File: src/rtl/hd_pkg.sv
// ============================================================================
// Package : hd_pkg
// Shared HD geometry defaults, controller state encoding and direction codes.
// Rev     : 1.0
// ============================================================================
`default_nettype none

package hd_pkg;

    localparam int BITS_TRILHA = 4;
    localparam int BITS_SETOR  = 6;
    localparam int NUM_SETORES = 2 ** BITS_SETOR;

    typedef enum logic [1:0] {
        OCIOSO  = 2'd0,
        LEITURA = 2'd1,
        ESCRITA = 2'd2,
        FIM     = 2'd3
    } estado_t;

    localparam logic DIR_HD_PARA_MEM = 1'b0;
    localparam logic DIR_MEM_PARA_HD = 1'b1;

endpackage

`default_nettype wire

File: src/rtl/hd_contador_endereco.sv
// ============================================================================
// Module : hd_contador_endereco
// Linear track/sector address register: sector carries into track, and the
//          register holds at the last sector of the last track.
// Rev    : 1.0
// ============================================================================
`default_nettype none

module hd_contador_endereco #(
    parameter int BITS_TRILHA = 4,
    parameter int BITS_SETOR  = 6
) (
    input  logic                   clock,
    input  logic                   reset,
    input  logic                   carrega,
    input  logic                   incrementa,
    input  logic [BITS_TRILHA-1:0] trilha_carga,
    input  logic [BITS_SETOR-1:0]  setor_carga,
    output logic [BITS_TRILHA-1:0] trilha,
    output logic [BITS_SETOR-1:0]  setor,
    output logic                   ultimo
);

    localparam int c_LARGURA = BITS_TRILHA + BITS_SETOR;

    logic [c_LARGURA-1:0] r_endereco;

    // Track and sector concatenated so a plain increment gives the sector carry.
    always_ff @(posedge clock) begin
        if (reset) begin
            r_endereco <= '0;
        end else if (carrega) begin
            r_endereco <= {trilha_carga, setor_carga};
        end else if (incrementa && !ultimo) begin
            r_endereco <= r_endereco + c_LARGURA'(1);
        end
    end

    assign {trilha, setor} = r_endereco;
    assign ultimo          = &r_endereco;

endmodule

`default_nettype wire

File: src/rtl/hd_controlador_dma.sv
// ============================================================================
// Module : hd_controlador_dma
// Two-cycle-per-word block copier between the HD and main memory.
//          Optional macro HD_CHECKSUM_EN adds the soma_verif word checksum.
// Rev    : 1.0
// ============================================================================
`default_nettype none

module hd_controlador_dma #(
    parameter int BITS_TRILHA = hd_pkg::BITS_TRILHA,
    parameter int BITS_SETOR  = hd_pkg::BITS_SETOR,
    parameter int BITS_MEM    = 10,
    parameter int BITS_CONT   = 11
) (
    input  logic                   clock,
    input  logic                   reset,
    input  logic                   inicia,
    input  logic                   direcao,
    input  logic [BITS_TRILHA-1:0] trilha_ini,
    input  logic [BITS_SETOR-1:0]  setor_ini,
    input  logic [BITS_MEM-1:0]    end_mem_ini,
    input  logic [BITS_CONT-1:0]   num_palavras,
    output logic [BITS_TRILHA-1:0] trilha,
    output logic [BITS_SETOR-1:0]  setor,
    output logic                   Sel_HD_Lei_Esc,
    output logic [31:0]            dado_hd_escrita,
    input  logic [31:0]            dado_hd_leitura,
    output logic [BITS_MEM-1:0]    end_mem,
    output logic                   escrita_mem,
    output logic [31:0]            dado_mem_escrita,
    input  logic [31:0]            dado_mem_leitura,
    output logic                   ocupado,
    output logic                   concluido,
    output logic                   erro
`ifdef HD_CHECKSUM_EN
    ,
    output logic [31:0]            soma_verif
`endif
);

    import hd_pkg::*;

    localparam logic [BITS_CONT-1:0] c_CONT_UM = BITS_CONT'(1);

    estado_t              r_estado;
    estado_t              w_prox_estado;
    logic                 r_direcao;
    logic [BITS_CONT-1:0] r_cont;
    logic [BITS_MEM-1:0]  r_end_mem;
    logic                 r_erro;
    logic                 w_aceita;
    logic                 w_escrita;
    logic                 w_ultimo;
    logic [31:0]          w_dado_origem;

    assign w_aceita      = (r_estado == OCIOSO) && inicia;
    assign w_escrita     = (r_estado == ESCRITA);
    assign w_dado_origem = (r_direcao == DIR_HD_PARA_MEM) ? dado_hd_leitura : dado_mem_leitura;

    hd_contador_endereco #(
        .BITS_TRILHA (BITS_TRILHA),
        .BITS_SETOR  (BITS_SETOR)
    ) u_contador (
        .clock        (clock),
        .reset        (reset),
        .carrega      (w_aceita),
        .incrementa   (w_escrita),
        .trilha_carga (trilha_ini),
        .setor_carga  (setor_ini),
        .trilha       (trilha),
        .setor        (setor),
        .ultimo       (w_ultimo)
    );

    always_ff @(posedge clock) begin
        if (reset) begin
            r_estado <= OCIOSO;
        end else begin
            r_estado <= w_prox_estado;
        end
    end

    // The last word wins over overflow: a run ending exactly on the last sector is clean.
    always_comb begin
        w_prox_estado = r_estado;
        case (r_estado)
            OCIOSO:  if (inicia) w_prox_estado = (num_palavras == '0) ? FIM : LEITURA;
            LEITURA: w_prox_estado = ESCRITA;
            ESCRITA: w_prox_estado = ((r_cont == c_CONT_UM) || w_ultimo) ? FIM : LEITURA;
            FIM:     w_prox_estado = OCIOSO;
            default: w_prox_estado = OCIOSO;
        endcase
    end

    always_ff @(posedge clock) begin
        if (reset) begin
            r_direcao <= 1'b0;
            r_cont    <= '0;
            r_end_mem <= '0;
            r_erro    <= 1'b0;
        end else if (w_aceita) begin
            r_direcao <= direcao;
            r_cont    <= num_palavras;
            r_end_mem <= end_mem_ini;
            r_erro    <= 1'b0;
        end else if (w_escrita) begin
            r_cont    <= r_cont - c_CONT_UM;
            r_end_mem <= r_end_mem + BITS_MEM'(1);
            if ((r_cont != c_CONT_UM) && w_ultimo) begin
                r_erro <= 1'b1;
            end
        end
    end

`ifdef HD_CHECKSUM_EN
    logic [31:0] r_soma;

    always_ff @(posedge clock) begin
        if (reset || w_aceita) begin
            r_soma <= '0;
        end else if (w_escrita) begin
            r_soma <= r_soma + w_dado_origem;
        end
    end

    assign soma_verif = r_soma;
`endif

    // Data ports stay at zero outside ESCRITA so the idle bus is quiet.
    always_comb begin
        ocupado          = (r_estado != OCIOSO);
        concluido        = (r_estado == FIM);
        escrita_mem      = w_escrita && (r_direcao == DIR_HD_PARA_MEM);
        Sel_HD_Lei_Esc   = w_escrita && (r_direcao == DIR_MEM_PARA_HD);
        dado_mem_escrita = '0;
        dado_hd_escrita  = '0;
        if (escrita_mem) dado_mem_escrita = w_dado_origem;
        if (Sel_HD_Lei_Esc) dado_hd_escrita = w_dado_origem;
    end

    assign end_mem = r_end_mem;
    assign erro    = r_erro;

endmodule

`default_nettype wire

File: config.mk
export PLATFORM = sky130hd
export DESIGN_NAME = hd_controlador_dma
export DESIGN_NICKNAME = d
export VERILOG_FILES = /design/src/rtl/hd_pkg.sv /design/src/rtl/hd_contador_endereco.sv /design/src/rtl/hd_controlador_dma.sv
export SDC_FILE = /design/constraint.sdc
export NUM_CORES = 1
export LEC_CHECK = 0
export BUFFER_PORTS_ARGS = -buffer_cell sky130_fd_sc_hd__buf_2
export CAP_MARGIN = 20
export CORE_AREA = 2 2 83 85
export DETAILED_ROUTE_END_ITERATION = 7
export DIE_AREA = 0 0 85 87
export PLACE_DENSITY_LB_ADDON = 0.08
export SLEW_MARGIN = 15
export SYNTH_ARGS = -nofsm -noshare
export SYNTH_HDL_FRONTEND = slang
export SYNTH_HIERARCHICAL = 1
export SYNTH_SLANG_ARGS = --single-unit
File: constraint.sdc
create_clock -name clock -period 2.45 [get_ports clock]
set_input_delay 0.6125 -clock clock [delete_from_list [all_inputs] [get_ports clock]]
set_output_delay 0.6125 -clock clock [all_outputs]
set_load 0.005 [all_outputs]
* Word-level counts from Yosys, hierarchy flattened
Index checks and enable logic that the tools add are counted.
Storage, ports and cells: register bits after elaboration 35, latch bits 0, memory bits (writable) 0, ROM bits 0, output and inout bits 89, memories 0
Operators by class: add/subtract/negate cells 3, multipliers 0, div/mod/pow operators 0, order comparisons 0, equality and inequality tests 6, shifts and indexed selects 0, mux-type cells 13, bitwise gates (word level) 1, reduce and logical (&&, ||, !) cells 15
Operators with widths (count):
- $mux 32 | 3
- $mux 10 | 4
- $mux 11 | 2
- $add 10x1->10 const B | 2
- $eq 11x1->1 const B | 1
- $logic_not 11->1 | 1
- $ne 11x1->1 const B | 1
- $sub 11x1->11 const B | 1
- $reduce_and 10->1 | 1
- $pmux 2 s4 | 1
- $mux 2 | 3
- $reduce_bool 2->1 | 3
- $logic_and 1x1->1 | 5
- $eq 2x2->1 const B | 2
- $eq 2x1->1 const B | 1
- $logic_not 2->1 | 1
- $ne 2x2->1 const B | 1
- $reduce_and 2->1 | 1
- $reduce_or 2->1 | 1
- $logic_not 1->1 | 1
- $logic_or 1x1->1 | 1
- $not 1->1 | 1

* Longest topological paths before layout
Gate-level depths: netlist of the first run.
depth in word-level cells 5, gate-level depth with buffers 9

* By module
The synthesis of the first run kept the hierarchy.
Modules (own cells, without submodules):
- hd_controlador_dma | instances 1, cells each 260, area an instance 1994.4 um^2, seq. area each 500.5 um^2
- hd_contador_endereco | instances 1, cells each 79, area an instance 643.1 um^2, seq. area each 200.2 um^2

* Least setup slack after synthesis of the first run
OpenSTA, ideal clock, no wires.
path kind reg-to-reg, from reg r_estado[0], to reg u_contador.r_endereco[5], arrival time 1.776 ns, data required time 2.359 ns, setup slack 0.583 ns, stages on the path, launching flop included 9, path buffers 3, period minus slack after synthesis 1.867 ns, cells stage by stage dfxtp_1 > buf_6 > nand2b_4 > inv_2 > buf_4 > buf_2 > o31ai_4 > or4_1 > a311oi_1
Between the ends: longest elaborated chain between the ends 3
Ends and longest elaborated chain:
- start: declaration | RTL line hd_controlador_dma.sv:45 | estado_t r_estado;
- start signal: assignment | RTL line hd_controlador_dma.sv:79 | r_estado <= w_prox_estado;
- $eq 2x2->1 | RTL line hd_controlador_dma.sv:57 | assign w_escrita = (r_estado == ESCRITA);
- named net w_escrita | RTL line hd_controlador_dma.sv:52 | logic w_escrita;
- $logic_and 1x1->1 | RTL line hd_contador_endereco.sv:34 | end else if (incrementa && !ultimo) begin
- $reduce_bool 2->1 (no line)
- end signal: assignment | RTL line hd_contador_endereco.sv:33 | r_endereco <= {trilha_carga, setor_carga};
- end signal: assignment | RTL line hd_contador_endereco.sv:35 | r_endereco <= r_endereco + c_LARGURA'(1);
- end: declaration | RTL line hd_contador_endereco.sv:26 | logic [c_LARGURA-1:0] r_endereco;
The timed path passes the listed nets, and every way through them passes these cells. A chain may end at the register's enable or synchronous reset.

* Worst setup path after layout of the first run
from reg r_estado[0], to out dado_hd_escrita[26]
Between the ends: longest elaborated chain between the ends 3
Ends and longest elaborated chain:
- $eq 2x2->1 | RTL line hd_controlador_dma.sv:57
- $logic_and 1x1->1 | RTL line hd_controlador_dma.sv:134 | Sel_HD_Lei_Esc = w_escrita && (r_direcao == DIR_MEM_PARA_HD);
- $mux 32 | RTL line hd_controlador_dma.sv:138 | if (Sel_HD_Lei_Esc) dado_hd_escrita = w_dado_origem;
- end: declaration | RTL line hd_controlador_dma.sv:26 | output logic [31:0] dado_hd_escrita,
Every way passes these cells.

==> out/qor.csv, run 1 <==
stage,metric,value,unit
run_status,status,"finished, final reports clean",
flow_run,maxcap violations,0,
clock_tree,clock latency on the worst-skew pair,0.28,ns
sta,Post-Route Skew,0.00333,ns
power_and_ir_drop,total power,1.55,mW
sta,max frequency,478,MHz
die,Initial Util,0.402,
min_path,Hold Crit Depth,2,
drt,DR vias,3232,
setup_path,Critical Path Start Type,flop,
clock_tree,Max Root-Sink Buffers,2,
final_layout,share of layout cells above drive strength 1,0.435,
drt,DR iter-0 viols,128,
synth,Post-synth EDFFs,0,
placed_design,DP HPWL,7.21,mm
synth,post-synthesis simple-gate area fraction,0.404,
setup_path,r2r endpoint,u_contador/r_endereco[9],
final_layout,fin nets,620,
die,area of the die,7400,µm²
sta,Slew @ Worst Pin,0.520,ns
synth,Netlist cell types,67,
placed_design,IO Port Bufs,187,
setup_path,"Data required, critical path",1.84,ns
setup_path,"Arr. time, crit path",1.48,ns
synth,register area share after synthesis,0.266,
global_routing,Total GRT Usage,0.233,
sta,crit path time final,2.09,ns
synth,total number of yosys warnings,6,
min_path,worst hold start,r_direcao,
die,core box area,6570,µm²
synth,ys async rst share,0,
synth,post-synthesis sequential element count,35,
setup_path,FF-to-FF setup slack,0.47,ns
clock_tree,post-CTS resize count,0,
clock_tree,CTS root buf,clkbuf_8,
clock_tree,Clock Sinks,35,
power_and_ir_drop,VDD IR max,0.256,mV
placed_design,post-place instance area,3610,µm²
synth,Synth top area share,0.266,
setup_path,CP Launch Point,r_estado[0],
synth,post-synthesis xor/xnor area fraction,0.0166,
synth,"top cells by area, synth","dfxtp_1 (27%), and3_1 (9.3%), and2_1 (8.8%)",
synth,post-synthesis cell area,2640,µm²
sta,"Slew Viols, Final",0,
die,die height,87,µm
drt,drt via density,5.40,
synth,Yosys top cell by area,dfxtp_1,
sta,fin crit share,0.854,
clock_tree,# Post-CTS Setup Buffers,0,
global_routing,grt total ovfl,0,
clock_tree,cts hold-fix bufs,0,
sta,final hold violation count,0,
drt,DR WL/cell,15.7,µm
final_layout,Synth-to-Final Area Change,40.3,%
die,num rows,30,
synth,largest family of logic cells by synthesized area,simple AND/OR/NAND/NOR gates,
setup_path,Worst R2R Path Depth,7,
min_path,Hold EP,r_direcao,
die,width of the die,85,µm
drt,WL final,9.37,mm
clock_tree,CTS buffer count,5,
drt,Residual DRC,0,
synth,main flop type after synthesis,dfxtp_1,
placed_design,routability cong.,0.847,
drt,DRT Pass-1 Iters,5,
synth,post-synthesis adder-cell area fraction,0.0190,
setup_path,largest fanout on the critical path,35,
synth,Synth top cells by count,"and3_1 (39), and2_1 (37), dfxtp_1 (35), a21oi_1 (23), nor2_1 (23)",
setup_path,Worst Setup End Kind,primary output,
clock_tree,Worst-path clk slew,0.07,ns
global_routing,largest net degree at the start of global routing,36,
die,Ports,188,
setup_path,reg2reg start,r_estado[0],
clock_tree,CTS tree,yes,
synth,most common cell in the netlist,and3_1,
clock_tree,H-tree depth,2,
synth,syn_nets,442,
sta,endpoints failing setup,0,
setup_path,Crit Path Category,reg -> out,
power_and_ir_drop,P_leak,2.02,nW
power_and_ir_drop,Power Density,420,nW/µm²
synth,Syn Inst Count,339,
min_path,worst hold path class,reg -> reg,
sta,Fin Setup TNS,0,ns
synth,multiplexer share of the synthesized area,0.00759,
synth,area fraction in compound gates after synthesis,0.213,
global_routing,number of global-route vias before repair,2761,
drt,remaining antenna violation count,0,
synth,syn avg cell area,7.78,µm²
final_layout,Final Instance Area,3700,µm²
global_routing,first-pass GRT wire length,13.9,mm
sta,RSZ-0062 raised after global routing,false,
global_routing,initial antenna violation count,1,
final_layout,fillers,662,
sta,Rel. slew slack,0.653,
worst max-delay path by stage:
stage / end / cells past startpoint
floorplan: u_contador/r_endereco[5] / 8
global placement: u_contador/r_endereco[7] / 6
detailed placement: u_contador/r_endereco[7] / 6
CTS: dado_hd_escrita[26] / 4
global route: dado_hd_escrita[11] / 4
finish: dado_hd_escrita[26] / 4
flip-flops by register name, summed over array words and instances (netlist names):
signal                 flops
r_direcao                  1
u_contador/r_endereco     10
r_estado                   2
end_mem                   10
erro                       1
r_cont                    11
per-layer routing:
layer | track usage | wire length, µm | vias to the layer above
li1 | - | - | 1595
met1 | 0.312 | 4010 | 1466
met2 | 0.375 | 4400 | 163
met3 | 0.0531 | 832 | 8
met4 | 0.0678 | 127 | 0
met5 | 0 | 0 | -
cells in the final DEF, fill, tap and decap left out, types with 2 or more instances in the layout:
cell type	instances
o211ai_1	2
ha_1	4
a31oi_1	5
nand2_1	15
nor3_4	2
nor4_1	4
or4_1	2
a2bb2oi_1	2
clkbuf_8	6
xnor2_1	3
a211oi_2	2
o22ai_1	2
a222oi_1	2
nor3_1	7
o221a_2	2
a21oi_1	23
buf_4	7
nor3b_1	3
nand4_1	7
mux2i_1	2
and4_1	2
and2_1	37
and3_1	39
nand2b_1	4
o21ai_0	5
a32oi_1	4
xor2_1	2
a211oi_1	5
nor2_1	23
buf_2	187
nand4b_1	3
inv_1	18
a22oi_1	4
nand3_1	16
dfxtp_1	35
per-stage QoR:
step                      hold slack (ns)  setup WS, ns  instances  utilization
after CTS                           0.489         0.349        597        0.563
final                               0.484         0.358        598        0.563
after detailed placement            0.479         0.467        590        0.550
after global placement              0.486         0.530        590        0.550
after floorplan                     0.495         0.583        339            -
after global routing                0.533         0.255        598        0.563
final cells by class:
class,instances,area [µm²],share of cell area
timing repair buffer,194,988,0.267
multi-input combinational,261,1740,0.471
sequential,35,701,0.189
antenna,1,2.50,0.000676
clock inverter,1,5.00,0.00135
tap,80,100,0.0271
clock buffer,6,82.6,0.0223
inverter,20,77.6,0.0210
critical path, stage by stage, from the launching register on:
cell      delay, ns
dfxtp_1        0.32
nand2b_4       0.17
inv_2          0.34
and3_1         0.24
buf_2          0.12
kinds of logic (layout without fill, tap and decap cells):
family / Yosys count / count (layout)
flops: 35 / 35
buf+inv: 43 / 221
xor+xnor: 5 / 5
mux: 2 / 2
other cells: 0 / 1
fa+ha+maj: 4 / 4
compound gates: 74 / 74
simple gates: 176 / 176
power by group:
group	internal (mW)	switching, mW
Sequential	0.620	0.0771
Clock	0.221	0.209
Combinational	0.207	0.221
Total	1.05	0.507
Power figures use the tool's default switching activity.
==> run 2: changes to the inputs <==
CORE_AREA = 2 2 84 86   (was 2 2 83 85)
DIE_AREA = 0 0 86 88   (was 0 0 85 87)
GPL_TIMING_DRIVEN = 0   (was not set)
clock period = 2 ns   (was 2.45 ns; I/O delays follow)
==> out/qor.csv, run 2 (synthesis gave the netlist of run 1 again) <==
stage,metric,value,unit,change
run_status,status,"finished, final reports clean",,unchanged
clock_tree,CTS tree,yes,,unchanged
sta,Slew @ Worst Pin,0.633,ns,was 0.520 ns
setup_path,reg2reg start,r_estado[1],,was r_estado[0]
drt,Residual DRC,0,,unchanged
clock_tree,Max Root-Sink Buffers,2,,unchanged
placed_design,DP HPWL,7.65,mm,was 7.21 mm
placed_design,post-place instance area,3660,µm²,was 3610 µm²
placed_design,routability cong.,0.903,,was 0.847
setup_path,"Arr. time, crit path",1.44,ns,was 1.48 ns
drt,remaining antenna violation count,0,,unchanged
final_layout,fin nets,645,,was 620
sta,final hold violation count,0,,unchanged
setup_path,slowest cell delay on critical path,0.42,ns,was 0.34 ns
die,area of the die,7570,µm²,was 7400 µm²
drt,WL final,10.2,mm,was 9.37 mm
power_and_ir_drop,VDD IR max,0.243,mV,was 0.256 mV
setup_path,r2r endpoint,u_contador/r_endereco[5],,was u_contador/r_endereco[9]
global_routing,initial antenna violation count,1,,unchanged
sta,Post-Route Skew,0.00808,ns,was 0.00333 ns
final_layout,Util after Layout,0.620,,was 0.563
setup_path,crit-path cells,nand2b_4 -> nor2_4 -> buf_12 -> buf_6 -> and2_1 -> buf_2,,was nand2b_4 -> inv_2 -> and3_1 -> buf_2
setup_path,Crit Path Category,reg -> out,,unchanged
final_layout,Synth-to-Final Area Change,56.2,%,was 40.3%
final_layout,"most common cell after layout, fill and taps aside",buf_2,,unchanged
setup_path,largest fanout on the critical path,8,,was 35
clock_tree,CTS root buf,clkbuf_8,,unchanged
power_and_ir_drop,Power Density,494,nW/µm²,was 420 nW/µm²
die,num rows,30,,unchanged
sta,Min Hold Slack,0.460,ns,was 0.484 ns
die,Initial Util,0.397,,was 0.402
drt,DR WL/cell,16.4,µm,was 15.7 µm
sta,fin crit share,0.972,,
setup_path,CP max-delay cell,dfxtp_4,,was inv_2
setup_path,"Data required, critical path",1.50,ns,was 1.84 ns
die,core box area,6640,µm²,was 6570 µm²
placed_design,IO Port Bufs,185,,was 187
min_path,Hold Crit Depth,3,,was 2
min_path,worst hold path class,in -> reg,,was reg -> reg
sta,crit path time final,1.94,ns,
drt,DRT Pass-1 Iters,5,,unchanged
die,Ports,188,,unchanged
clock_tree,Clock Sinks,35,,unchanged
clock_tree,Worst-path clk slew,0.08,ns,was 0.07 ns
setup_path,Worst Setup End Kind,primary output,,unchanged
drt,drt via density,5.40,,about the same
setup_path,worst path bufs/invs,3,,was 2
sta,max frequency,514,MHz,
flow_run,maxcap violations,0,,unchanged
drt,DR iter-0 viols,187,,was 128
die,die height,88,µm,was 87 µm
sta,"Slew Viols, Final",0,,unchanged
final_layout,max reg flops,11,,unchanged
clock_tree,H-tree depth,2,,unchanged
setup_path,Worst R2R Path Depth,8,,was 7
die,width of the die,86,µm,was 85 µm
power_and_ir_drop,P_leak,2.18,nW,was 2.02 nW
final_layout,largest register by flop count,r_cont,,unchanged
final_layout,"commonest cells after routing, fill and taps aside","buf_2 (172), and3_1 (36), dfxtp_1 (33)",,"was buf_2 (187), and3_1 (39), and2_1 (37)"
sta,Rel. slew slack,0.578,,was 0.653
global_routing,largest net degree at the start of global routing,13,,was 36
setup_path,"delay-heaviest family, CP",flip-flops,,was buffers and inverters
clock_tree,cts hold-fix bufs,0,,unchanged
final_layout,share of layout cells above drive strength 1,0.495,,was 0.435
sta,endpoints failing setup,0,,unchanged
global_routing,Total GRT Usage,0.247,,was 0.233
min_path,worst hold start,num_palavras[9],,was r_direcao
min_path,Hold EP,r_cont[9],,was r_direcao
global_routing,first-pass GRT wire length,15.0,mm,was 13.9 mm
final_layout,Final Instance Area,4120,µm²,was 3700 µm²
global_routing,number of global-route vias before repair,2977,,was 2761
setup_path,FF-to-FF setup slack,0.16,ns,was 0.47 ns
global_routing,grt total ovfl,0,,unchanged
setup_path,Critical Path Start Type,flop,,unchanged
final_layout,# diodes,0,,was 1
drt,DR vias,3362,,was 3232
clock_tree,clock latency on the worst-skew pair,0.29,ns,was 0.28 ns
clock_tree,CTS buffer count,5,,unchanged
-- run 2: cell types whose count changed in the layout (fill, tap and decap cells not counted), moves of 3 or more --
cell,previous run,this run
and2_4,0,17
clkbuf_2,0,5
buf_8,0,3
and2_1,37,20
buf_2,187,172
buf_6,0,22
and3_4,0,3
clkbuf_1,0,6
and3_1,39,36
-- run 2: how the worst max path moves through the flow --
stage	startpoint	end	slack [ns]	cells after the start
after detailed placement	r_estado[0]	u_contador/r_endereco[5]	-0.20	8
after global placement	r_estado[0]	u_contador/r_endereco[5]	-0.19	8
after floorplan	r_estado[0]	u_contador/r_endereco[5]	0.13	8
after global routing	r_estado[1]	dado_mem_escrita[13]	-0.02	6
after CTS	r_estado[0]	dado_mem_escrita[6]	-0.03	6
final	r_estado[1]	dado_mem_escrita[13]	0.06	6
-- run 2: where the power goes --
part	total [mW]	internal, mW	switching [mW]
sequential	0.860	0.759	0.101
clock	0.579	0.315	0.264
combinational	0.596	0.302	0.293
total	2.03	1.38	0.658
-- run 2: per-layer routing --
layer / up-vias / GRT usage / wire length [µm]
met5: - / 0 / 5
met4: 2 / 0.0476 / 89
met3: 14 / 0.0697 / 896
met2: 152 / 0.390 / 4930
met1: 1541 / 0.340 / 4320
li1: 1653 / - / -
-- run 2: timing repair --
action	CTS	global route
setup buffers	9	2
resized for setup	22	59
setup endpoints to repair	72	71
pin swaps	1	4
cloned	0	3
hold endpoints to repair	0	0
-- run 2: layout make-up --
cell class / count / area, µm²
Tap cell: 80 / 100
Sequential cell: 35 / 706
Clock buffer: 8 / 100
Inverter: 20 / 82.6
Multi-Input combinational cell: 261 / 1820
Timing Repair Buffer: 199 / 1160
Fill cell: 627 / 2520
Buffer: 20 / 150
-- run 2: worst register-to-register path: cells and delay by family, from the launching register on --
| family | cells | cell delay, ns |
|---|---|---|
| AO/OA/AOI/OAI | 2 | 0.33 |
| buffers and inverters | 4 | 0.47 |
| flip-flops | 1 | 0.42 |
| AND/OR/NAND/NOR | 2 | 0.53 |
-- run 2: metrics by stage --
stage          total power, mW  worst slack, ns  setup TNS (ns)  cells
2_1_floorplan             1.16            0.133               0    339
3_3_place_gp              1.39           -0.191           -1.39    604
3_5_place_dp              1.40           -0.204           -2.27    604
4_1_cts                   2.00          -0.0316          -0.456    621
5_1_grt                   2.15          -0.0210         -0.0386    623
6_report                  2.03           0.0562               0    623
==> run 3: changes to the inputs <==
BUFFER_PORTS_ARGS = -buffer_cell sky130_fd_sc_hd__clkbuf_2   (was -buffer_cell sky130_fd_sc_hd__buf_2)
==> out/qor.csv, run 3 (synthesis gave the netlist of run 1 again) <==
stage,metric,value,unit,change
final_layout,largest register by flop count,r_cont,,unchanged
drt,DRT Pass-1 Iters,5,,unchanged
placed_design,dpl ws,-0.211,ns,was -0.204 ns
setup_path,CP max-delay cell,dfxtp_2,,was dfxtp_4
clock_tree,CTS buffer count,5,,unchanged
drt,DR WL/cell,16.3,µm,was 16.4 µm
drt,remaining antenna violation count,0,,unchanged
sta,setup ws final,0.0583,ns,was 0.0562 ns
final_layout,max reg flops,11,,unchanged
final_layout,fillers,647,,was 627
setup_path,"delay-heaviest family, CP",buffers and inverters,,was flip-flops
sta,crit path time final,1.94,ns,about the same
global_routing,first-pass GRT wire length,14.9,mm,was 15.0 mm
global_routing,number of global-route vias before repair,2915,,was 2977
clock_tree,CTS tree,yes,,unchanged
global_routing,grt total ovfl,0,,unchanged
setup_path,Worst R2R Path Depth,9,,was 8
sta,Post-Route Skew,0.00285,ns,was 0.00808 ns
die,area of the die,7570,µm²,unchanged
sta,max frequency,515,MHz,was 514 MHz
clock_tree,CTS root buf,clkbuf_8,,unchanged
clock_tree,Clock Sinks,35,,unchanged
sta,endpoints failing setup,0,,unchanged
drt,DR vias,3346,,was 3362
placed_design,IO Port Bufs,185,,unchanged
setup_path,Crit Path Category,reg -> out,,unchanged
die,Ports,188,,unchanged
clock_tree,Max Root-Sink Buffers,2,,unchanged
final_layout,# diodes,0,,unchanged
setup_path,Critical Path Start Type,flop,,unchanged
final_layout,Synth-to-Final Area Change,54.9,%,was 56.2%
final_layout,fin nets,647,,was 645
setup_path,"Arr. time, crit path",1.44,ns,about the same
global_routing,initial antenna violation count,0,,was 1
setup_path,Worst Setup End Kind,primary output,,unchanged
die,core box area,6640,µm²,unchanged
die,num rows,30,,unchanged
setup_path,r2r endpoint,u_contador/r_endereco[5],,unchanged
drt,Residual DRC,0,,unchanged
clock_tree,Worst-path clk slew,0.08,ns,about the same
run_status,status,"finished, final reports clean",,unchanged
die,width of the die,86,µm,unchanged
sta,Min Hold Slack,0.438,ns,was 0.460 ns
global_routing,Total GRT Usage,0.248,,was 0.247
final_layout,Util after Layout,0.615,,was 0.620
min_path,worst hold path class,in -> reg,,unchanged
final_layout,"most common cell after layout, fill and taps aside",clkbuf_2,,was buf_2
setup_path,reg2reg start,r_estado[1],,unchanged
setup_path,crit-path cells,buf_6 -> nand2b_4 -> nor2_4 -> buf_12 -> buf_8 -> and2_1 -> buf_2,,was nand2b_4 -> nor2_4 -> buf_12 -> buf_6 -> and2_1 -> buf_2
setup_path,FF-to-FF setup slack,0.15,ns,was 0.16 ns
setup_path,CP Launch Point,r_estado[1],,unchanged
die,Initial Util,0.397,,unchanged
placed_design,Placed Cells,604,,unchanged
die,die height,88,µm,unchanged
min_path,Hold Crit Depth,3,,unchanged
setup_path,slowest cell delay on critical path,0.32,ns,was 0.42 ns
sta,final hold violation count,0,,unchanged
placed_design,routability cong.,0.908,,was 0.903
sta,"Slew Viols, Final",0,,unchanged
drt,WL final,10.2,mm,about the same
min_path,Hold EP,r_direcao,,was r_cont[9]
sta,Fin Setup TNS,0,ns,unchanged
power_and_ir_drop,VDD IR max,0.377,mV,was 0.243 mV
power_and_ir_drop,P_leak,2.16,nW,was 2.18 nW
clock_tree,cts hold-fix bufs,0,,unchanged
sta,fin crit share,0.971,,was 0.972
sta,Rel. slew slack,0.560,,was 0.578
sta,Slew @ Worst Pin,0.659,ns,was 0.633 ns
setup_path,"Data required, critical path",1.50,ns,about the same
clock_tree,H-tree depth,2,,unchanged
drt,DR iter-0 viols,192,,was 187
final_layout,"commonest cells after routing, fill and taps aside","clkbuf_2 (174), and3_1 (39), dfxtp_1 (33)",,"was buf_2 (172), and3_1 (36), dfxtp_1 (33)"
global_routing,largest net degree at the start of global routing,13,,unchanged
placed_design,DP HPWL,7.67,mm,was 7.65 mm
setup_path,largest fanout on the critical path,7,,was 8
flow_run,maxcap violations,0,,unchanged
clock_tree,clock latency on the worst-skew pair,0.29,ns,about the same
setup_path,worst path bufs/invs,4,,was 3
final_layout,share of layout cells above drive strength 1,0.484,,was 0.495
power_and_ir_drop,Power Density,525,nW/µm²,was 494 nW/µm²
drt,drt via density,5.35,,was 5.40
final_layout,number of non-filler instances in the completed layout,625,,was 623
min_path,worst hold start,direcao,,was num_palavras[9]
run 3: changes by cell type in the layout (fill, tap and decap cells not counted), moves of 3 or more:
| cell | change |
|---|---|
| and2_1 | +3 |
| and2_4 | -3 |
| and3_1 | +3 |
| and3_4 | -3 |
| buf_2 | -164 |
| buf_6 | -6 |
| clkbuf_2 | +169 |
run 3: stage by stage:
stage | total power [mW] | area (µm²)
after floorplan | 1.16 | 2640
after global placement | 1.40 | 3660
after detailed placement | 1.41 | 3660
after CTS | 2.10 | 3880
after global routing | 2.25 | 4090
final | 2.14 | 4090
run 3: area by class of cell:
cell class	instances	area, µm²	share of cell area
clock inverter	2	35.0	0.00857
sequential	35	706	0.173
multi-input combinational	261	1790	0.438
clock buffer	6	82.6	0.0202
inverter	20	82.6	0.0202
buffer	21	166	0.0407
timing repair buffer	200	1120	0.275
tap	80	100	0.0245
run 3: worst max path at each step:
stage,endpoint,cells after the start
floorplan,u_contador/r_endereco[5],8
global placement,u_contador/r_endereco[5],8
detailed placement,u_contador/r_endereco[5],8
CTS,dado_hd_escrita[25],7
global route,dado_mem_escrita[22],7
finish,dado_mem_escrita[16],7
run 3: per-layer routing:
layer | global-route usage | vias to the layer above | wire length (µm)
li1 | - | 1652 | -
met1 | 0.339 | 1534 | 4350
met2 | 0.390 | 148 | 4780
met3 | 0.0669 | 12 | 910
met4 | 0.0606 | 0 | 136
met5 | 0 | - | 0
run 3: power by group:
group	switching, mW	internal, mW	leakage (nW)	total (mW)
Clock	0.280	0.404	0.0612	0.684
Sequential	0.102	0.759	0.290	0.861
Combinational	0.295	0.304	1.80	0.600
Total	0.677	1.47	2.16	2.14
run 3: worst min-delay path: cells and delay by family:
family | cells | cell delay, ns
buffers and inverters | 1 | 0.08
and+or+nand+nor | 1 | 0.05
AOI/OAI and AO/OA | 1 | 0.06
run 3: timing repair:
action / in CTS / in global routing
pin swaps: 1 / 2
endpoints found under the setup margin: 70 / 71
setup buffers: 7 / 5
hold endpoints to repair: 0 / 0
gates cloned: 0 / 3
resized for setup: 19 / 64
